===== config.mk =====
export PLATFORM = sky130hd
export DESIGN_NAME = uart_tx_bus_slave
export DESIGN_NICKNAME = d
export VERILOG_FILES = /design/src/rtl/uart_tx_bus_slave_pkg.sv /design/src/rtl/uart_tx_bus_slave_byte_fifo.sv /design/src/rtl/uart_tx_bus_slave.sv
export SDC_FILE = /design/constraint.sdc
export NUM_CORES = 1
export LEC_CHECK = 0
export ABC_AREA = 1
export BUFFER_PORTS_ARGS = -buffer_cell sky130_fd_sc_hd__buf_2
export CAP_MARGIN = 20
export CORE_UTILIZATION = 39
export DETAILED_ROUTE_END_ITERATION = 6
export HOLD_SLACK_MARGIN = 0.08
export PLACE_DENSITY = 0.63
export SLEW_MARGIN = 20
export SYNTH_ARGS = -nofsm -noshare
export SYNTH_HDL_FRONTEND = slang
export SYNTH_SLANG_ARGS = --single-unit

===== constraint.sdc =====
create_clock -name clk -period 3 [get_ports clk]
set_input_delay 0.45 -clock clk [delete_from_list [all_inputs] [get_ports clk]]
set_output_delay 0.45 -clock clk [all_outputs]
set_load 0.1 [all_outputs]

===== src/rtl/uart_tx_bus_slave_pkg.sv =====
// Shared definitions for the memory-mapped UART transmitter: serializer
// state encoding, register offsets from BASE_ADDR and STATUS bit positions.
package uart_tx_bus_slave_pkg;

    typedef enum logic [1:0] {
        ST_IDLE  = 2'd0,
        ST_START = 2'd1,
        ST_DATA  = 2'd2,
        ST_STOP  = 2'd3
    } tx_state_e;

    localparam logic [31:0] TXDATA_OFFSET = 32'h0000_0000;
    localparam logic [31:0] STATUS_OFFSET = 32'h0000_0004;

    localparam int STAT_BUSY      = 0;
    localparam int STAT_FULL      = 1;
    localparam int STAT_EMPTY     = 2;
    localparam int STAT_OVERFLOW  = 3;
    localparam int STAT_IRQ_EN    = 4;
    localparam int STAT_COUNT_LSB = 8;

endpackage


===== src/rtl/uart_tx_bus_slave_byte_fifo.sv =====
// byte_fifo: synchronous byte FIFO with occupancy count. A push while full
// only lands when a pop happens in the same cycle, so the slot being read
// out is the one that gets reused.
module byte_fifo #(
    parameter int DEPTH = 8
) (
    input  logic                     clk,
    input  logic                     reset,
    input  logic                     push,
    input  logic [7:0]               din,
    input  logic                     pop,
    output logic [7:0]               dout,
    output logic                     full,
    output logic                     empty,
    output logic [$clog2(DEPTH):0]   count
);

    localparam int AW = $clog2(DEPTH);

    logic [7:0]    mem_q [DEPTH];
    logic [7:0]    mem_d [DEPTH];
    logic [AW-1:0] wr_ptr_q, wr_ptr_d;
    logic [AW-1:0] rd_ptr_q, rd_ptr_d;
    logic [AW:0]   count_q, count_d;
    logic          do_push;
    logic          do_pop;

    assign full    = (count_q == (AW+1)'(DEPTH));
    assign empty   = (count_q == '0);
    assign count   = count_q;
    assign dout    = mem_q[rd_ptr_q];
    assign do_pop  = pop && !empty;
    assign do_push = push && (!full || do_pop);

    // Next storage contents, pointers and occupancy for this cycle's push/pop
    always_comb begin
        mem_d    = mem_q;
        wr_ptr_d = wr_ptr_q;
        rd_ptr_d = rd_ptr_q;
        count_d  = count_q;
        if (do_push) begin
            mem_d[wr_ptr_q] = din;
            wr_ptr_d        = wr_ptr_q + AW'(1);
        end
        if (do_pop) begin
            rd_ptr_d = rd_ptr_q + AW'(1);
        end
        case ({do_push, do_pop})
            2'b10:   count_d = count_q + (AW+1)'(1);
            2'b01:   count_d = count_q - (AW+1)'(1);
            default: count_d = count_q;
        endcase
    end

    // FIFO state registers; reset discards all queued bytes
    always_ff @(posedge clk or posedge reset) begin
        if (reset) begin
            for (int i = 0; i < DEPTH; i++) begin
                mem_q[i] <= '0;
            end
            wr_ptr_q <= '0;
            rd_ptr_q <= '0;
            count_q  <= '0;
        end else begin
            mem_q    <= mem_d;
            wr_ptr_q <= wr_ptr_d;
            rd_ptr_q <= rd_ptr_d;
            count_q  <= count_d;
        end
    end

endmodule


===== src/rtl/uart_tx_bus_slave.sv =====
// uart_tx_bus_slave: bus-attached UART transmitter. Stores to TXDATA queue
// bytes in a FIFO; an 8N1 serializer drains it onto UART_TX. STATUS gives
// busy/full/empty/overflow and the FIFO count.
// Optional feature macro UART_TX_IRQ_EN adds tx_irq and the STATUS irq_enable bit.
module uart_tx_bus_slave
    import uart_tx_bus_slave_pkg::*;
#(
    parameter int          CLKS_PER_BIT = 10416,
    parameter int          FIFO_DEPTH   = 8,
    parameter logic [31:0] BASE_ADDR    = 32'h4000_0030
) (
    input  logic        clk,
    input  logic        reset,
    input  logic        rd,
    input  logic        wr,
    input  logic [31:0] addr,
    input  logic [31:0] wdata,
    output logic [31:0] rdata,
    output logic        UART_TX
`ifdef UART_TX_IRQ_EN
    ,
    output logic        tx_irq
`endif
);

    localparam int          CW          = $clog2(CLKS_PER_BIT);
    localparam int          CNTW        = $clog2(FIFO_DEPTH) + 1;
    localparam int          CNT_FIELD_W = (CNTW > 8) ? 8 : CNTW;
    localparam logic [CW-1:0] CNT_MAX   = CW'(CLKS_PER_BIT - 1);
    localparam logic [31:0] TXDATA_ADDR = BASE_ADDR + TXDATA_OFFSET;
    localparam logic [31:0] STATUS_ADDR = BASE_ADDR + STATUS_OFFSET;

    tx_state_e      state_q, state_d;
    logic [CW-1:0]  clk_cnt_q, clk_cnt_d;
    logic [2:0]     bit_idx_q, bit_idx_d;
    logic [7:0]     shift_q, shift_d;
    logic           tx_q, tx_d;
    logic           overflow_q, overflow_d;

    logic           wr_txdata;
    logic           wr_status;
    logic           fifo_pop;
    logic [7:0]     fifo_dout;
    logic           fifo_full;
    logic           fifo_empty;
    logic [CNTW-1:0] fifo_count;
    logic [2:0]     next_bit;
    logic           phase_end;
    logic [31:0]    status_word;
    logic           unused_wdata;

    assign wr_txdata    = wr && (addr == TXDATA_ADDR);
    assign wr_status    = wr && (addr == STATUS_ADDR);
    assign next_bit     = bit_idx_q + 3'd1;
    assign phase_end    = (clk_cnt_q == CNT_MAX);
    assign UART_TX      = tx_q;
    assign unused_wdata = ^wdata[31:8];

    byte_fifo #(
        .DEPTH (FIFO_DEPTH)
    ) u_fifo (
        .clk   (clk),
        .reset (reset),
        .push  (wr_txdata),
        .din   (wdata[7:0]),
        .pop   (fifo_pop),
        .dout  (fifo_dout),
        .full  (fifo_full),
        .empty (fifo_empty),
        .count (fifo_count)
    );

    // Serializer next state: the line level is computed one cycle ahead so UART_TX comes straight from a flop
    always_comb begin
        state_d   = state_q;
        clk_cnt_d = clk_cnt_q;
        bit_idx_d = bit_idx_q;
        shift_d   = shift_q;
        tx_d      = tx_q;
        fifo_pop  = 1'b0;
        case (state_q)
            ST_IDLE: begin
                tx_d = 1'b1;
                if (!fifo_empty) begin
                    fifo_pop  = 1'b1;
                    shift_d   = fifo_dout;
                    clk_cnt_d = '0;
                    bit_idx_d = '0;
                    tx_d      = 1'b0;
                    state_d   = ST_START;
                end
            end
            ST_START: begin
                if (phase_end) begin
                    clk_cnt_d = '0;
                    tx_d      = shift_q[0];
                    state_d   = ST_DATA;
                end else begin
                    clk_cnt_d = clk_cnt_q + CW'(1);
                end
            end
            ST_DATA: begin
                if (phase_end) begin
                    clk_cnt_d = '0;
                    if (bit_idx_q == 3'd7) begin
                        tx_d    = 1'b1;
                        state_d = ST_STOP;
                    end else begin
                        bit_idx_d = next_bit;
                        tx_d      = shift_q[next_bit];
                    end
                end else begin
                    clk_cnt_d = clk_cnt_q + CW'(1);
                end
            end
            ST_STOP: begin
                if (phase_end) begin
                    clk_cnt_d = '0;
                    tx_d      = 1'b1;
                    state_d   = ST_IDLE;
                end else begin
                    clk_cnt_d = clk_cnt_q + CW'(1);
                end
            end
            default: begin
                tx_d    = 1'b1;
                state_d = ST_IDLE;
            end
        endcase
    end

    // Serializer registers; reset forces the line high and aborts any frame
    always_ff @(posedge clk or posedge reset) begin
        if (reset) begin
            state_q   <= ST_IDLE;
            clk_cnt_q <= '0;
            bit_idx_q <= '0;
            shift_q   <= '0;
            tx_q      <= 1'b1;
        end else begin
            state_q   <= state_d;
            clk_cnt_q <= clk_cnt_d;
            bit_idx_q <= bit_idx_d;
            shift_q   <= shift_d;
            tx_q      <= tx_d;
        end
    end

    // Sticky overflow: a dropped byte wins over a same-cycle software clear
    always_comb begin
        overflow_d = overflow_q;
        if (wr_status && wdata[STAT_OVERFLOW]) begin
            overflow_d = 1'b0;
        end
        if (wr_txdata && fifo_full && !fifo_pop) begin
            overflow_d = 1'b1;
        end
    end

    // Overflow flag register
    always_ff @(posedge clk or posedge reset) begin
        if (reset) begin
            overflow_q <= 1'b0;
        end else begin
            overflow_q <= overflow_d;
        end
    end

`ifdef UART_TX_IRQ_EN
    logic irq_en_q, irq_en_d;
    logic tx_irq_q, tx_irq_d;

    assign tx_irq = tx_irq_q;

    // Interrupt enable is rewritten by every STATUS store; the request means "all data sent"
    always_comb begin
        irq_en_d = wr_status ? wdata[STAT_IRQ_EN] : irq_en_q;
        tx_irq_d = irq_en_q && fifo_empty && (state_q == ST_IDLE);
    end

    // Interrupt enable and registered request
    always_ff @(posedge clk or posedge reset) begin
        if (reset) begin
            irq_en_q <= 1'b0;
            tx_irq_q <= 1'b0;
        end else begin
            irq_en_q <= irq_en_d;
            tx_irq_q <= tx_irq_d;
        end
    end
`endif

    // STATUS assembly and read mux; TXDATA and unmapped addresses read as zero
    always_comb begin
        status_word                                = '0;
        status_word[STAT_BUSY]                     = (state_q != ST_IDLE);
        status_word[STAT_FULL]                     = fifo_full;
        status_word[STAT_EMPTY]                    = fifo_empty;
        status_word[STAT_OVERFLOW]                 = overflow_q;
`ifdef UART_TX_IRQ_EN
        status_word[STAT_IRQ_EN]                   = irq_en_q;
`endif
        status_word[STAT_COUNT_LSB +: CNT_FIELD_W] = fifo_count[CNT_FIELD_W-1:0];
        rdata = '0;
        if (rd && (addr == STATUS_ADDR)) begin
            rdata = status_word;
        end
    end

endmodule


After elaboration in Yosys (flattened, before gate mapping)

Index checks and enable logic that the tools add are counted.

Bits in registers: 103
Latch bits: 0
Bits in writable memories: 0
Bits in read-only memories: 0
Bits of input ports: 68
Word-level logic and storage cells: 103
Memories: 0

$add $sub $neg: 6
Multiply operators: 0
Divide/modulo/power cells: 0
Order comparisons: 4
Eq/ne operators: 16
Shift-type cells: 0
Mux-type cells: 33
Bitwise operators: 3
Reduce and logical (&&, ||, !) cells: 24

Operator list:

| cell                                                      | number |
|---|---|
| bitwise mux 64 bit                                        | 1 |
| equality test 32 x 31 -> 1 bit (second input constant)    | 2 |
| two-way mux 14 bit                                        | 2 |
| one-hot mux 14 bit (2 select lines)                       | 1 |
| binary-select mux 8 bit (select 3 bit)                    | 1 |
| demux 8 bit (select 3 bit)                                | 1 |
| two-way mux 8 bit                                         | 3 |
| adder 14 x 1 -> 14 bit (second input constant)            | 1 |
| equality test 14 bit (second input constant)              | 1 |
| two-way mux 12 bit                                        | 1 |
| inequality test 2 bit (second input constant)             | 6 |
| two-way mux 1 bit                                         | 10 |
| two-way mux 2 bit                                         | 5 |
| adder 3 x 1 -> 3 bit (second input constant)              | 3 |
| logical AND 1 bit                                         | 9 |
| two-way mux 3 bit                                         | 3 |
| greater-or-equal comparator 4 bit (second input constant) | 2 |
| inverter 3 -> 4 bit                                       | 2 |
| one-hot mux 2 bit (4 select lines)                        | 1 |
| one-hot mux 4 bit (2 select lines)                        | 1 |
| nonzero test 2 bit                                        | 4 |
| equality test 2 bit (second input constant)               | 3 |
| one-hot mux 3 bit (2 select lines)                        | 1 |
| AND reduction 5 bit                                       | 1 |
| other kinds (18)                                          | 21 |

Logic depth before layout (Yosys ltp)

Gate-level depths: netlist of the first run.

Word-level depth: 8
Depth in mapped cells: 15
Mapped depth without buffers: 15

Cells and area by module

From an unflattened synthesis of the first run, not the netlist that was laid out.

Cells, all modules: 851
Area, all modules: 6219.7 µm²

Modules (own cells, without submodules):

| module            | times used | cells an instance | area an instance (µm²) | seq. area each (µm²) |
|---|---|---|---|---|
| byte_fifo         | 1          | 521               | 4021.4                 | 1851.8 |
| uart_tx_bus_slave | 1          | 330               | 2198.4                 | 726.9 |

Worst setup path before layout of the first run

Ideal clock, no wire load.

Path kind: input -> output
From: input port addr[8]
To: output port rdata[2]
Arrival time: 3.099 ns
Data required time: 2.550 ns
Path slack: -0.549 ns
Cell stages on the path: 7
Buffers on the path: 0
Cells stage by stage: inv_1 nand2_1 nor2_1 nand2_1 nor2_1 nand3_1 nor3_1

Longest elaborated chain between the ends: 3

Ends and longest elaborated chain:

| item                           | RTL line                 | text |
|---|---|---|
| start, declared                | uart_tx_bus_slave.sv:16  | `input logic [31:0] addr,` |
| equality test 32 x 31 -> 1 bit | uart_tx_bus_slave.sv:205 | `if (rd && (addr == STATUS_ADDR)) begin` |
| logical AND 1 bit              | uart_tx_bus_slave.sv:205 |  |
| two-way mux 12 bit             | uart_tx_bus_slave.sv:205 |  |
| end, declared                  | uart_tx_bus_slave.sv:18  | `output logic [31:0] rdata,` |

Every way passes these cells.

Worst setup path in the final report of the first run

From: input port addr[15]
To: output port rdata[2]

The elaborated chain is that of the path after synthesis.

==> results by group, run 1 <==
Logic synthesis
  • Flops & latches, synth: 103
  • Mapped cell area: 6050 µm²
  • Seq/Total Area, Yosys: 42.6%
  • Synth async-reset ratio: 100%
  • Dominant cells by area after synthesis: sky130_fd_sc_hd__dfrtp_1, sky130_fd_sc_hd__nand2_1, sky130_fd_sc_hd__nand4_1
  • Most repeated cell in the gate-level netlist after synthesis: sky130_fd_sc_hd__nand2_1
  • Number of distinct library cells after synthesis: 34
  • Area leader, netlist: sky130_fd_sc_hd__dfrtp_1
  • Mean cell area of the mapped netlist: 7.42 µm²
  • Number of instances in the synthesized netlist: 816
  • Post-synth EDFFs: 0
  • Share of Yosys cell area claimed by the top area cell type: 42.2%
  • Main synth FF type: sky130_fd_sc_hd__dfrtp_1
  • Post-synth top cells: sky130_fd_sc_hd__nand2_1, sky130_fd_sc_hd__nor2_1, sky130_fd_sc_hd__dfrtp_1
  • Yosys warning total: 0

Timing
  • Final worst-path cycle share: 81.6%
  • Number of max-slew violations in the final report: 0
  • Setup TNS: 0 ps
  • Smallest setup slack after layout: 553 ps
  • Shortest clock period the worst path allows after layout: 2450 ps
  • Slew HR: 45.3%
  • Number of setup violations in the final report: 0
  • Final-report hold violation count: 0
  • Transition time of the tightest slew-check pin: 821 ps
  • Max Clk Rate: 409 MHz
  • RSZ-0062 raised after global routing: false
  • Layout Skew: 15.1 ps

Layout
  • Layout Cells excl Fill: 1046
  • Fin nets: 934
  • Synth-to-Final Area Change: 11.1%
  • Share of post-route cells with drive strength above 1: 12.6%
  • Core occupancy in the finished layout: 44.3%
  • # diodes: 0

Route
  • DR WL/cell: 13.9 µm
  • Number of iterations in the first detailed-routing pass: 5
  • Via count: 5359
  • DRT met1 WL: 6660 µm
  • Total wirelength of the detailed-routed design: 14600 µm
  • Routed vias/inst: 5.12
  • Remaining DRCs: 0
  • Initial detailed-routing violation count: 343
  • Uppermost routed layer: met4
  • Met2 routed WL: 7150 µm
  • Count of nets left with antenna violations after detail routing: 0
  • Detail Route met3 WL: 622 µm

Job
  • Max-Cap Viols: 0

GRT
  • Number of antenna violations at the first check in global routing: 0
  • Wire length of the first global-routing pass: 24500 µm
  • Vias in the first global route: 4942
  • Overall overflow remaining after global route: 0
  • Overall Global Routing Usage: 19.3%
  • Pin count of the biggest net entering global routing: 78

CTS
  • Clock latency on the worst-skew pair: 360 ps
  • Buffer count from post-CTS setup fixing: 0
  • CTS tree: yes
  • Cell at the root of the clock tree: sky130_fd_sc_hd__clkbuf_16
  • Post-CTS Hold Fix Bufs: 0
  • Clock buffer count from CTS: 9
  • Clk slew on worst S/H paths: 80 ps
  • Clk sinks: 103
  • CTS-repair resized insts: 0
  • CTS max path bufs: 2
  • Max H-tree Level: 3

Die
  • Die area: 16000 µm²
  • Horiz. Die Dim: 127 µm
  • Core area: 15200 µm²
  • Floorplan die height: 127 µm
  • Core Rows: 45
  • Top-level port count: 101
  • Effective utilization at floorplan: 39.8%

Power and ir drop
  • Switching portion of total power: 27.0%
  • Sequential group share of total power: 48.6%
  • Proportion of power drawn by the clock network: 43.5%
  • IR drop worst, VDD: 0.000385 V
  • Cell internal pwr: 2.08 mW
  • P_sw: 0.770 mW
  • Power Density: 424 nW/µm²
  • Total power: 2.86 mW
  • Gate power share: 7.9%
  • Standby leakage power: 3.47 nW

Placement
  • Total of buffers placed on input and output ports: 52
  • Placement Setup Slack: 462 ps
  • Placer congestion estimate: 0.811
  • DPL Wire Length: 9870 µm
  • Number of instances in the placed design: 1030

Worst setup path
  • Required time of the critical path: 2550 ps
  • Endpoint class of the critical path: output pin
  • Maximum net fanout on the critical path: 6
  • Critical path class: in -> out
  • Startpoint class of the critical path: input pin
  • Arrival @ worst endpoint: 2000 ps

Min path
  • Hold crit path type: in -> async

Outcome
  • Result of the run: completed
-- stage by stage --
stage | hold slack (ps) | instance area, µm²
after floorplan | 444 | 6150
after global placement | 456 | 6420
after detailed placement | 461 | 6420
after CTS | 209 | 6730
after global routing | 243 | 6730
final | 194 | 6730
-- final timing paths --
path | depth (start not counted) | endpoint | from | slack [ps]
worst max-delay path | 8 | rdata[2] | addr[15] | 550
min in group clk | 3 | u_fifo.mem_q[60] | wdata[4] | 420
max in group asynchronous | 3 | UART_TX | reset | 2000
worst min-delay path | 2 | u_fifo.mem_q[37] | reset | 190
worst min register to register | 2 | u_fifo.mem_q[22] | u_fifo.mem_q[22] | 480
worst max register to register | 14 | u_fifo.count[2] | state_q[0] | 620
-- cell families after synthesis --
| kind of cell | count (synthesis) | synth area share (%) |
|---|---|---|
| adders and majority gates | 13 | 2.69 |
| buffers and inverters | 138 | 10.7 |
| other | 1 | 0.0619 |
| muxes | 1 | 0.186 |
| DFF | 103 | 42.6 |
| xor gates and xnor gates | 6 | 0.868 |
| AOI/OAI and AO/OA | 92 | 8.41 |
| and+or+nand+nor | 462 | 34.4 |
-- placed cells by master, fill, tap and decap left out, types with 2 or more instances in the layout --
cell type | synthesis | final
sky130_fd_sc_hd__o21ai_0 | 63 | 63
sky130_fd_sc_hd__a21oi_1 | 7 | 7
sky130_fd_sc_hd__buf_2 | 16 | 52
sky130_fd_sc_hd__nand2_1 | 229 | 229
sky130_fd_sc_hd__xnor2_1 | 2 | 2
sky130_fd_sc_hd__inv_6 | 0 | 3
sky130_fd_sc_hd__o21ai_1 | 3 | 3
sky130_fd_sc_hd__buf_4 | 24 | 13
sky130_fd_sc_hd__o211ai_1 | 16 | 16
sky130_fd_sc_hd__ha_1 | 13 | 13
sky130_fd_sc_hd__inv_1 | 67 | 66
sky130_fd_sc_hd__nor2_1 | 103 | 103
sky130_fd_sc_hd__inv_8 | 0 | 2
sky130_fd_sc_hd__xor2_1 | 4 | 4
sky130_fd_sc_hd__nand4_2 | 9 | 8
sky130_fd_sc_hd__nor3_1 | 10 | 9
sky130_fd_sc_hd__nor3_2 | 1 | 2
sky130_fd_sc_hd__nand4_1 | 73 | 73
sky130_fd_sc_hd__buf_12 | 0 | 2
sky130_fd_sc_hd__clkbuf_16 | 0 | 9
sky130_fd_sc_hd__dfrtp_1 | 102 | 101
sky130_fd_sc_hd__conb_1 | 1 | 24
sky130_fd_sc_hd__nand3_1 | 30 | 30
sky130_fd_sc_hd__inv_2 | 5 | 5
sky130_fd_sc_hd__clkinv_1 | 2 | 2
sky130_fd_sc_hd__nor2_4 | 3 | 3
-- per-layer routing --
metal | vias up | track usage (%)
met3 | 9 | 3.58
li1 | 2707 | -
met5 | - | 0
met2 | 115 | 33.0
met4 | 0 | 4.82
met1 | 2528 | 25.3
-- worst max-delay path, cell delays in order --
cell and delay, ps:
sky130_fd_sc_hd__buf_2 110, sky130_fd_sc_hd__nor2_1 80, sky130_fd_sc_hd__and2_1 130, sky130_fd_sc_hd__nand2_1 80, sky130_fd_sc_hd__nor2_1 200, sky130_fd_sc_hd__nand3_1 260
sky130_fd_sc_hd__nor3_2 220, sky130_fd_sc_hd__buf_2 470
-- sequential cells by signal (all words and copies together), names as in the netlist --
signal and flops:
UART_TX 1, u_fifo.mem_q 64, state_q 2, overflow_q 1, u_fifo.rd_ptr_q 3, clk_cnt_q 14, shift_q 8, u_fifo.count 4
u_fifo.wr_ptr_q 3, bit_idx_q 3
-- area by class of cell --
type                       count  area (µm²)
clock buffer                   9         225
clock inverter                 7        83.8
fill                        1585        8470
inverter                      74         282
multi-input combinational    598        2920
sequential                   103        2580
tap                          188         235
timing repair buffer          67         398
-- power groups by stage --
stage | combinational (mW) | clock, mW | sequential (mW)
finish | 0.225 | 1.24 | 1.39
detailed placement | 0.227 | 0 | 1.41
global route | 0.243 | 1.33 | 1.39
global placement | 0.226 | 0 | 1.41
floorplan | 0.203 | 0 | 1.41
CTS | 0.227 | 1.28 | 1.39
(Power assumes the default switching activity.)
==> inputs of run 2 (changes only) <==
Settings changed: ABC_AREA 1 to 0, PLACE_DENSITY 0.63 to 0.61.
Clock period 3 ns to 2.3 ns, I/O delays scaled along.
==> run 2 against run 1 <==
Area after synthesis shrank 11%. Critical endpoint is now u_fifo.count[3]. Highest routed layer unchanged. Critical path depth grew 2. Utilization grew 6.4 points. Clock skew shrank 3.6 ps. Clock power grew 31%. Combinational power grew 32%. Non-clock buffer count grew 29. Sequential share of layout area shrank 0.34 points.
==> results by group, run 2 <==
Outcome
  • Result of the run: completed

Worst setup path
  • Register-to-register setup slack: 50 ps (-570 ps)
  • Arrival @ worst endpoint: 2530 ps (+530 ps)
  • Worst setup startpoint: state_q[1]
  • Startpoint of the lowest-slack register-to-register path: state_q[1]
  • Endpoint class of the critical path: register
  • Required time of the critical path: 2570 ps (+20 ps)
  • Critical path class: reg -> reg
  • Maximum net fanout on the critical path: 3 (-3)
  • Startpoint class of the critical path: register
  • Number of cells on the worst reg-to-reg path: 10 (-4)
  • FF-to-FF End: u_fifo.count[3]

Timing
  • Number of setup violations in the final report: 0 (unchanged)
  • Transition time of the tightest slew-check pin: 666 ps (-155 ps)
  • Shortest clock period the worst path allows after layout: 2250 ps
  • Setup TNS: 0 ps (unchanged)
  • Final-report hold violation count: 0 (unchanged)
  • RSZ-0062 raised after global routing: true
  • Final worst-path cycle share: 98.0%
  • Number of max-slew violations in the final report: 0 (unchanged)
  • Layout Skew: 11.6 ps (-3.56 ps)
  • Slew HR: 55.5% (+10 points)
  • Worst hold slack: 323 ps (+128 ps)
  • Max Clk Rate: 444 MHz

Power and ir drop
  • Proportion of power drawn by the clock network: 43.6% (about the same)
  • Sequential group share of total power: 48.5% (about the same)
  • IR drop worst, VDD: 0.000412 V (+7.1%)
  • Power Density: 550 nW/µm² (+30%)
  • Cell internal pwr: 2.74 mW (+31%)
  • Standby leakage power: 3.16 nW (-8.8%)
  • P_sw: 0.993 mW (+29%)
  • Gate power share: 8.0% (about the same)
  • Total power: 3.73 mW (+31%)
  • Switching portion of total power: 26.6% (-0.39 points)

Logic synthesis
  • Number of distinct library cells after synthesis: 53 (+56%)
  • Yosys warning total: 0 (unchanged)
  • Synth async-reset ratio: 100% (unchanged)
  • Seq/Total Area, Yosys: 47.7% (+5.1 points)
  • Most repeated cell in the gate-level netlist after synthesis: sky130_fd_sc_hd__dfrtp_1
  • Post-synth top cells: sky130_fd_sc_hd__dfrtp_1, sky130_fd_sc_hd__mux2_2, sky130_fd_sc_hd__buf_4
  • Area leader, netlist: sky130_fd_sc_hd__dfrtp_1
  • Share of Yosys cell area claimed by the top area cell type: 47.2% (+5.0 points)
  • Dominant cells by area after synthesis: sky130_fd_sc_hd__dfrtp_1, sky130_fd_sc_hd__mux2_2, sky130_fd_sc_hd__mux4_2
  • Main synth FF type: sky130_fd_sc_hd__dfrtp_1
  • Flops & latches, synth: 103 (unchanged)
  • Number of instances in the synthesized netlist: 433 (-47%)
  • Post-synth EDFFs: 0 (unchanged)
  • Mapped cell area: 5410 µm² (-11%)
  • Mean cell area of the mapped netlist: 12.5 µm² (+68%)

Die
  • Top-level port count: 101 (unchanged)
  • Effective utilization at floorplan: 40.3% (+0.53 points)
  • Floorplan die height: 120 µm (-5.4%)
  • Core area: 13400 µm² (-12%)
  • Horiz. Die Dim: 120 µm (-5.4%)
  • Die area: 14300 µm² (-11%)
  • Core Rows: 42 (-6.7%)

Min path
  • Worst Hold Endpoint: u_fifo.mem_q[48]
  • Hold crit path type: in -> reg
  • Origin of the worst min-delay path: wdata[0]
  • Hold Path Depth: 2

Route
  • DR WL/cell: 16.3 µm (+17%)
  • Count of nets left with antenna violations after detail routing: 0 (unchanged)
  • Routed vias/inst: 5.27 (+2.8%)
  • Total wirelength of the detailed-routed design: 11500 µm (-21%)
  • Number of iterations in the first detailed-routing pass: 4 (-1)
  • Via count: 3720 (-31%)
  • Initial detailed-routing violation count: 231 (-33%)
  • Remaining DRCs: 0 (unchanged)

CTS
  • CTS tree: yes
  • Clock buffer count from CTS: 9 (unchanged)
  • Clk sinks: 103 (unchanged)
  • Clock latency on the worst-skew pair: 350 ps (about the same)
  • Clk slew on worst S/H paths: 70 ps (about the same)
  • CTS max path bufs: 2 (unchanged)
  • Max H-tree Level: 3 (unchanged)
  • Cell at the root of the clock tree: sky130_fd_sc_hd__clkbuf_16

GRT
  • Wire length of the first global-routing pass: 18700 µm (-24%)
  • Vias in the first global route: 3800 (-23%)
  • Number of antenna violations at the first check in global routing: 0 (unchanged)
  • Overall Global Routing Usage: 16.8% (-2.5 points)
  • Pin count of the biggest net entering global routing: 45 (-42%)
  • Overall overflow remaining after global route: 0 (unchanged)

Layout
  • Largest regs: u_fifo.mem_q (64), clk_cnt_q (14), shift_q (8)
  • Most flop-heavy register: u_fifo.mem_q
  • Most frequent cells in the layout: sky130_fd_sc_hd__dfrtp_1, sky130_fd_sc_hd__mux2_2, sky130_fd_sc_hd__buf_2
  • Synth-to-Final Area Change: 25.5%
  • Most common library cell in the layout ignoring fill and taps: sky130_fd_sc_hd__dfrtp_1
  • Flip-flop count of the largest register, all copies and words added: 64 (unchanged)
  • Core occupancy in the finished layout: 50.6% (+6.4 points)
  • Area occupied by multi-input gates: 2850 µm² (-2.4%)
  • Fin nets: 606 (-35%)
  • # diodes: 0 (unchanged)
  • Sequential cell area: 2580 µm² (about the same)
  • Fill count: 1167 (-26%)
  • Share of post-route cells with drive strength above 1: 44.9% (+32 points)

Placement
  • DPL Wire Length: 7840 µm (-21%)
  • Total of buffers placed on input and output ports: 52 (unchanged)
  • Placer congestion estimate: 0.771 (-4.9%)

Job
  • Max-Cap Viols: 0 (unchanged)
-- run 2: cell types whose count changed after synthesis, sizes merged, moves of 18 or more --
cell,delta
o21ai,-49
nand3,-26
mux4,+18
buf,-19
nor2,-95
inv,-59
nand2,-209
mux2,+68
nand4,-69
-- run 2: worst max-delay path, cell delays in order (launching register included) --
cell                       delay [ps]
sky130_fd_sc_hd__dfrtp_1          400
sky130_fd_sc_hd__inv_2             90
sky130_fd_sc_hd__ha_4             140
sky130_fd_sc_hd__nor2b_2           40
sky130_fd_sc_hd__and2_4           170
sky130_fd_sc_hd__nor4_4           180
sky130_fd_sc_hd__inv_2            110
sky130_fd_sc_hd__ha_4             180
sky130_fd_sc_hd__or4bb_1          510
sky130_fd_sc_hd__a211oi_2         220
sky130_fd_sc_hd__xor2_1           160
-- run 2: kinds of logic after synthesis --
kind of cell	synth area share (%)
buffers and inverters	5.32
DFF	47.7
adders and majority gates	3.01
xor gates and xnor gates	2.11
other	0.0694
and+or+nand+nor	11.6
muxes	24.3
AOI/OAI and AO/OA	5.81
-- run 2: area by class of cell --
type / instances / share of cell area, %
flip-flops and latches: 103 / 38.0
inverters: 13 / 0.774
well taps: 176 / 3.25
clock buffers: 9 / 3.32
clock inverters: 7 / 1.49
multi-input cells: 302 / 42.0
repair buffers: 96 / 11.1
-- run 2: power by group through the flow --
stage / combinational (mW) / sequential (mW) / clock (mW)
after CTS: 0.295 / 1.81 / 1.68
after floorplan: 0.243 / 1.85 / 0
after global placement: 0.286 / 1.85 / 0
after detailed placement: 0.291 / 1.85 / 0
after global routing: 0.315 / 1.81 / 1.74
final: 0.297 / 1.81 / 1.63
-- run 2: how the worst max path moves through the flow --
stage,to
3_3_place_gp,u_fifo.count[3]
3_5_place_dp,u_fifo.count[3]
6_report,u_fifo.count[3]
5_1_grt,u_fifo.count[3]
4_1_cts,rdata[1]
2_1_floorplan,u_fifo.count[3]
-- run 2: metrics by stage --
stage | area (µm²) | instances | setup slack, ps
3_3_place_gp | 6270 | 679 | -239
6_report | 6790 | 706 | 46.5
3_5_place_dp | 6270 | 679 | -307
2_1_floorplan | 5630 | 456 | -332
5_1_grt | 6790 | 706 | -54.3
4_1_cts | 6680 | 702 | 35.1
-- run 2: metal layers --
layer  global-route usage (%)  vias to the layer above  routed length [µm]
met1                     20.8                     1905                4930
met4                     4.69                        0                 114
met5                        0                        -                   0
li1                         -                     1750                   -
met3                     3.80                       10                 300
met2                     29.3                       55                6190
-- run 2: repair_timing --
item                                   in CTS  in global routing
hold buffers                                1                  0
endpoints found under the hold margin       3                  0
resized for setup                           6                 14
pin swaps                                   5                  2
setup endpoints to repair                   2                  6
buffers inserted                            6                  4
==> inputs of run 3 (changes only) <==
Settings changed: SETUP_SLACK_MARGIN set to 0.05.
Clock period 2.3 ns to 2.7 ns, I/O delays scaled along.
==> run 3 against run 2 <==
Final area shrank 5.1%. Worst setup slack better by 190 ps. Sequential cell count unchanged. Critical path type unchanged. Critical endpoint unchanged. Largest cell class unchanged. Largest power group unchanged. Highest routed layer unchanged.
==> results by group, run 3 (synthesis gave the netlist of run 2 again) <==
Timing
  • Max Clk Rate: 406 MHz (-8.6%)
  • Number of max-slew violations in the final report: 0 (unchanged)
  • Number of setup violations in the final report: 0 (unchanged)
  • Transition time of the tightest slew-check pin: 672 ps (+6.12 ps)
  • Shortest clock period the worst path allows after layout: 2460 ps (+211 ps)
  • Final-report hold violation count: 0 (unchanged)
  • Worst hold slack: 142 ps (-181 ps)
  • Final worst-path cycle share: 91.3% (-6.7 points)
  • Slew HR: 55.1% (-0.41 points)
  • Layout Skew: 12.4 ps (+0.864 ps)
  • RSZ-0062 raised after global routing: false

Worst setup path
  • Cell with the largest stage delay on the worst path: sky130_fd_sc_hd__or4bb_1
  • Critical path class: reg -> reg
  • Largest stage delay on the critical path: 520 ps (about the same)
  • Maximum net fanout on the critical path: 5 (+2)
  • Register-to-register setup slack: 240 ps (+190 ps)
  • Endpoint class of the critical path: register
  • Crit-path cells: inv_1, ha_1, nor2b_1, and2_1, nor4_4, inv_2, ha_2, or4bb_1, a211oi_2, xor2_1
  • Required time of the critical path: 2980 ps (+410 ps)
  • Arrival @ worst endpoint: 2740 ps (+210 ps)
  • Startpoint class of the critical path: register

CTS
  • Max H-tree Level: 3 (unchanged)
  • Clk slew on worst S/H paths: 80 ps (about the same)
  • Clock latency on the worst-skew pair: 350 ps (about the same)
  • CTS max path bufs: 2 (unchanged)
  • Clk sinks: 103 (unchanged)
  • Clock buffer count from CTS: 9 (unchanged)
  • CTS tree: yes
  • Cell at the root of the clock tree: sky130_fd_sc_hd__clkbuf_16

Route
  • Count of nets left with antenna violations after detail routing: 0 (unchanged)
  • Routed vias/inst: 5.36 (+1.8%)
  • DR WL/cell: 16.7 µm (+2.2%)
  • Total wirelength of the detailed-routed design: 11500 µm (-0.38%)
  • Number of iterations in the first detailed-routing pass: 4 (unchanged)
  • Initial detailed-routing violation count: 192 (-17%)
  • Remaining DRCs: 0 (unchanged)
  • Via count: 3689 (-0.83%)

Layout
  • Area of all placed cells without fillers: 6440 µm² (-5.1%)
  • Synth-to-Final Area Change: 19.1%
  • # diodes: 0 (unchanged)
  • Most common library cell in the layout ignoring fill and taps: sky130_fd_sc_hd__dfrtp_1
  • Flip-flop count of the largest register, all copies and words added: 64 (unchanged)
  • Core occupancy in the finished layout: 48.0% (-2.6 points)
  • Share of post-route cells with drive strength above 1: 39.5% (-5.5 points)
  • Largest regs: u_fifo.mem_q (64), clk_cnt_q (14), shift_q (8)
  • Most frequent cells in the layout: sky130_fd_sc_hd__dfrtp_1, sky130_fd_sc_hd__mux2_2, sky130_fd_sc_hd__buf_2
  • Most flop-heavy register: u_fifo.mem_q
  • Fin nets: 588 (-3.0%)
  • Layout Cells excl Fill: 688 (-2.5%)

Placement
  • Total of buffers placed on input and output ports: 52 (unchanged)
  • Instance area at placement: 6090 µm² (-3.0%)
  • DPL Wire Length: 7940 µm (+1.3%)
  • Placer congestion estimate: 0.740 (-3.9%)
  • Number of instances in the placed design: 671 (-1.2%)

Die
  • Effective utilization at floorplan: 40.3% (unchanged)
  • Top-level port count: 101 (unchanged)
  • Horiz. Die Dim: 120 µm (unchanged)
  • Die area: 14300 µm² (unchanged)
  • Core area: 13400 µm² (unchanged)
  • Floorplan die height: 120 µm (unchanged)
  • Core Rows: 42 (unchanged)

Job
  • Max-Cap Viols: 0 (unchanged)

GRT
  • Overall overflow remaining after global route: 0 (unchanged)
  • Pin count of the biggest net entering global routing: 37 (-18%)
  • Overall Global Routing Usage: 17.0% (+0.15 points)
  • Wire length of the first global-routing pass: 19000 µm (+1.2%)
  • Vias in the first global route: 3762 (-1.0%)
  • Number of antenna violations at the first check in global routing: 0 (unchanged)

Power and ir drop
  • Power Density: 483 nW/µm² (-12%)
  • IR drop worst, VDD: 0.000276 V (-33%)
  • Total power: 3.11 mW (-17%)
  • Standby leakage power: 2.99 nW (-5.6%)

Outcome
  • Result of the run: completed

Min path
  • Hold crit path type: in -> async
-- run 3: metrics by stage --
step	TNS, ps	setup slack, ps
2_1_floorplan	-1050	-523
3_5_place_dp	-242	-163
6_report	0	236
4_1_cts	0	105
3_3_place_gp	-66.6	-66.6
5_1_grt	0	68.4
-- run 3: worst max-delay path, delay by kind of cell, from the launching register on --
kind	cells	cell delay [ps]
AOI/OAI and AO/OA	1	250
xor gates and xnor gates	1	150
buffers and inverters	2	200
and+or+nand+nor	4	970
DFF	1	410
adders and majority gates	2	410
-- run 3: final cells by class --
| type | instances | area (µm²) |
|---|---|---|
| tap | 176 | 220 |
| fill | 1208 | 6960 |
| clock inverter | 7 | 87.6 |
| sequential | 103 | 2580 |
| timing repair buffer | 78 | 588 |
| clock buffer | 9 | 225 |
| multi-input combinational | 302 | 2690 |
| inverter | 13 | 52.6 |
-- run 3: per-layer routing --
metal  part of all wire, %  vias to the layer above  GRT usage [%]
met3                   3.2                       13           3.52
li1                      -                     1715              -
met4                   1.1                        0           4.77
met1                    45                     1888           21.5
met2                    51                       73           29.3
met5                     0                        -              0
-- run 3: worst paths after layout --
path / startpoint / end / depth (start not counted)
setup / recovery: state_q[1] / u_fifo.count[3] / 10
hold / removal: reset / u_fifo.mem_q[24] / 2
setup reg to reg: state_q[1] / u_fifo.count[3] / 10
hold reg to reg: shift_q[7] / shift_q[7] / 2
max in group asynchronous: reset / u_fifo.count[2] / 3
min in group clk: addr[2] / overflow_q / 2
-- run 3: repair_timing --
action | in CTS | in global routing
pin swaps | 1 | 0
setup buffers | 0 | 1
gates resized for setup | 1 | 6
hold buffers | 0 | 0
setup endpoints to repair | 1 | 2
-- run 3: report_power, final --
group / leakage [nW] / internal [mW] / switching, mW
logic: 1.40 / 0.0330 / 0.205
clock network: 0.148 / 0.665 / 0.665
registers: 1.44 / 1.54 / 0.0000510
total: 2.99 / 2.24 / 0.870
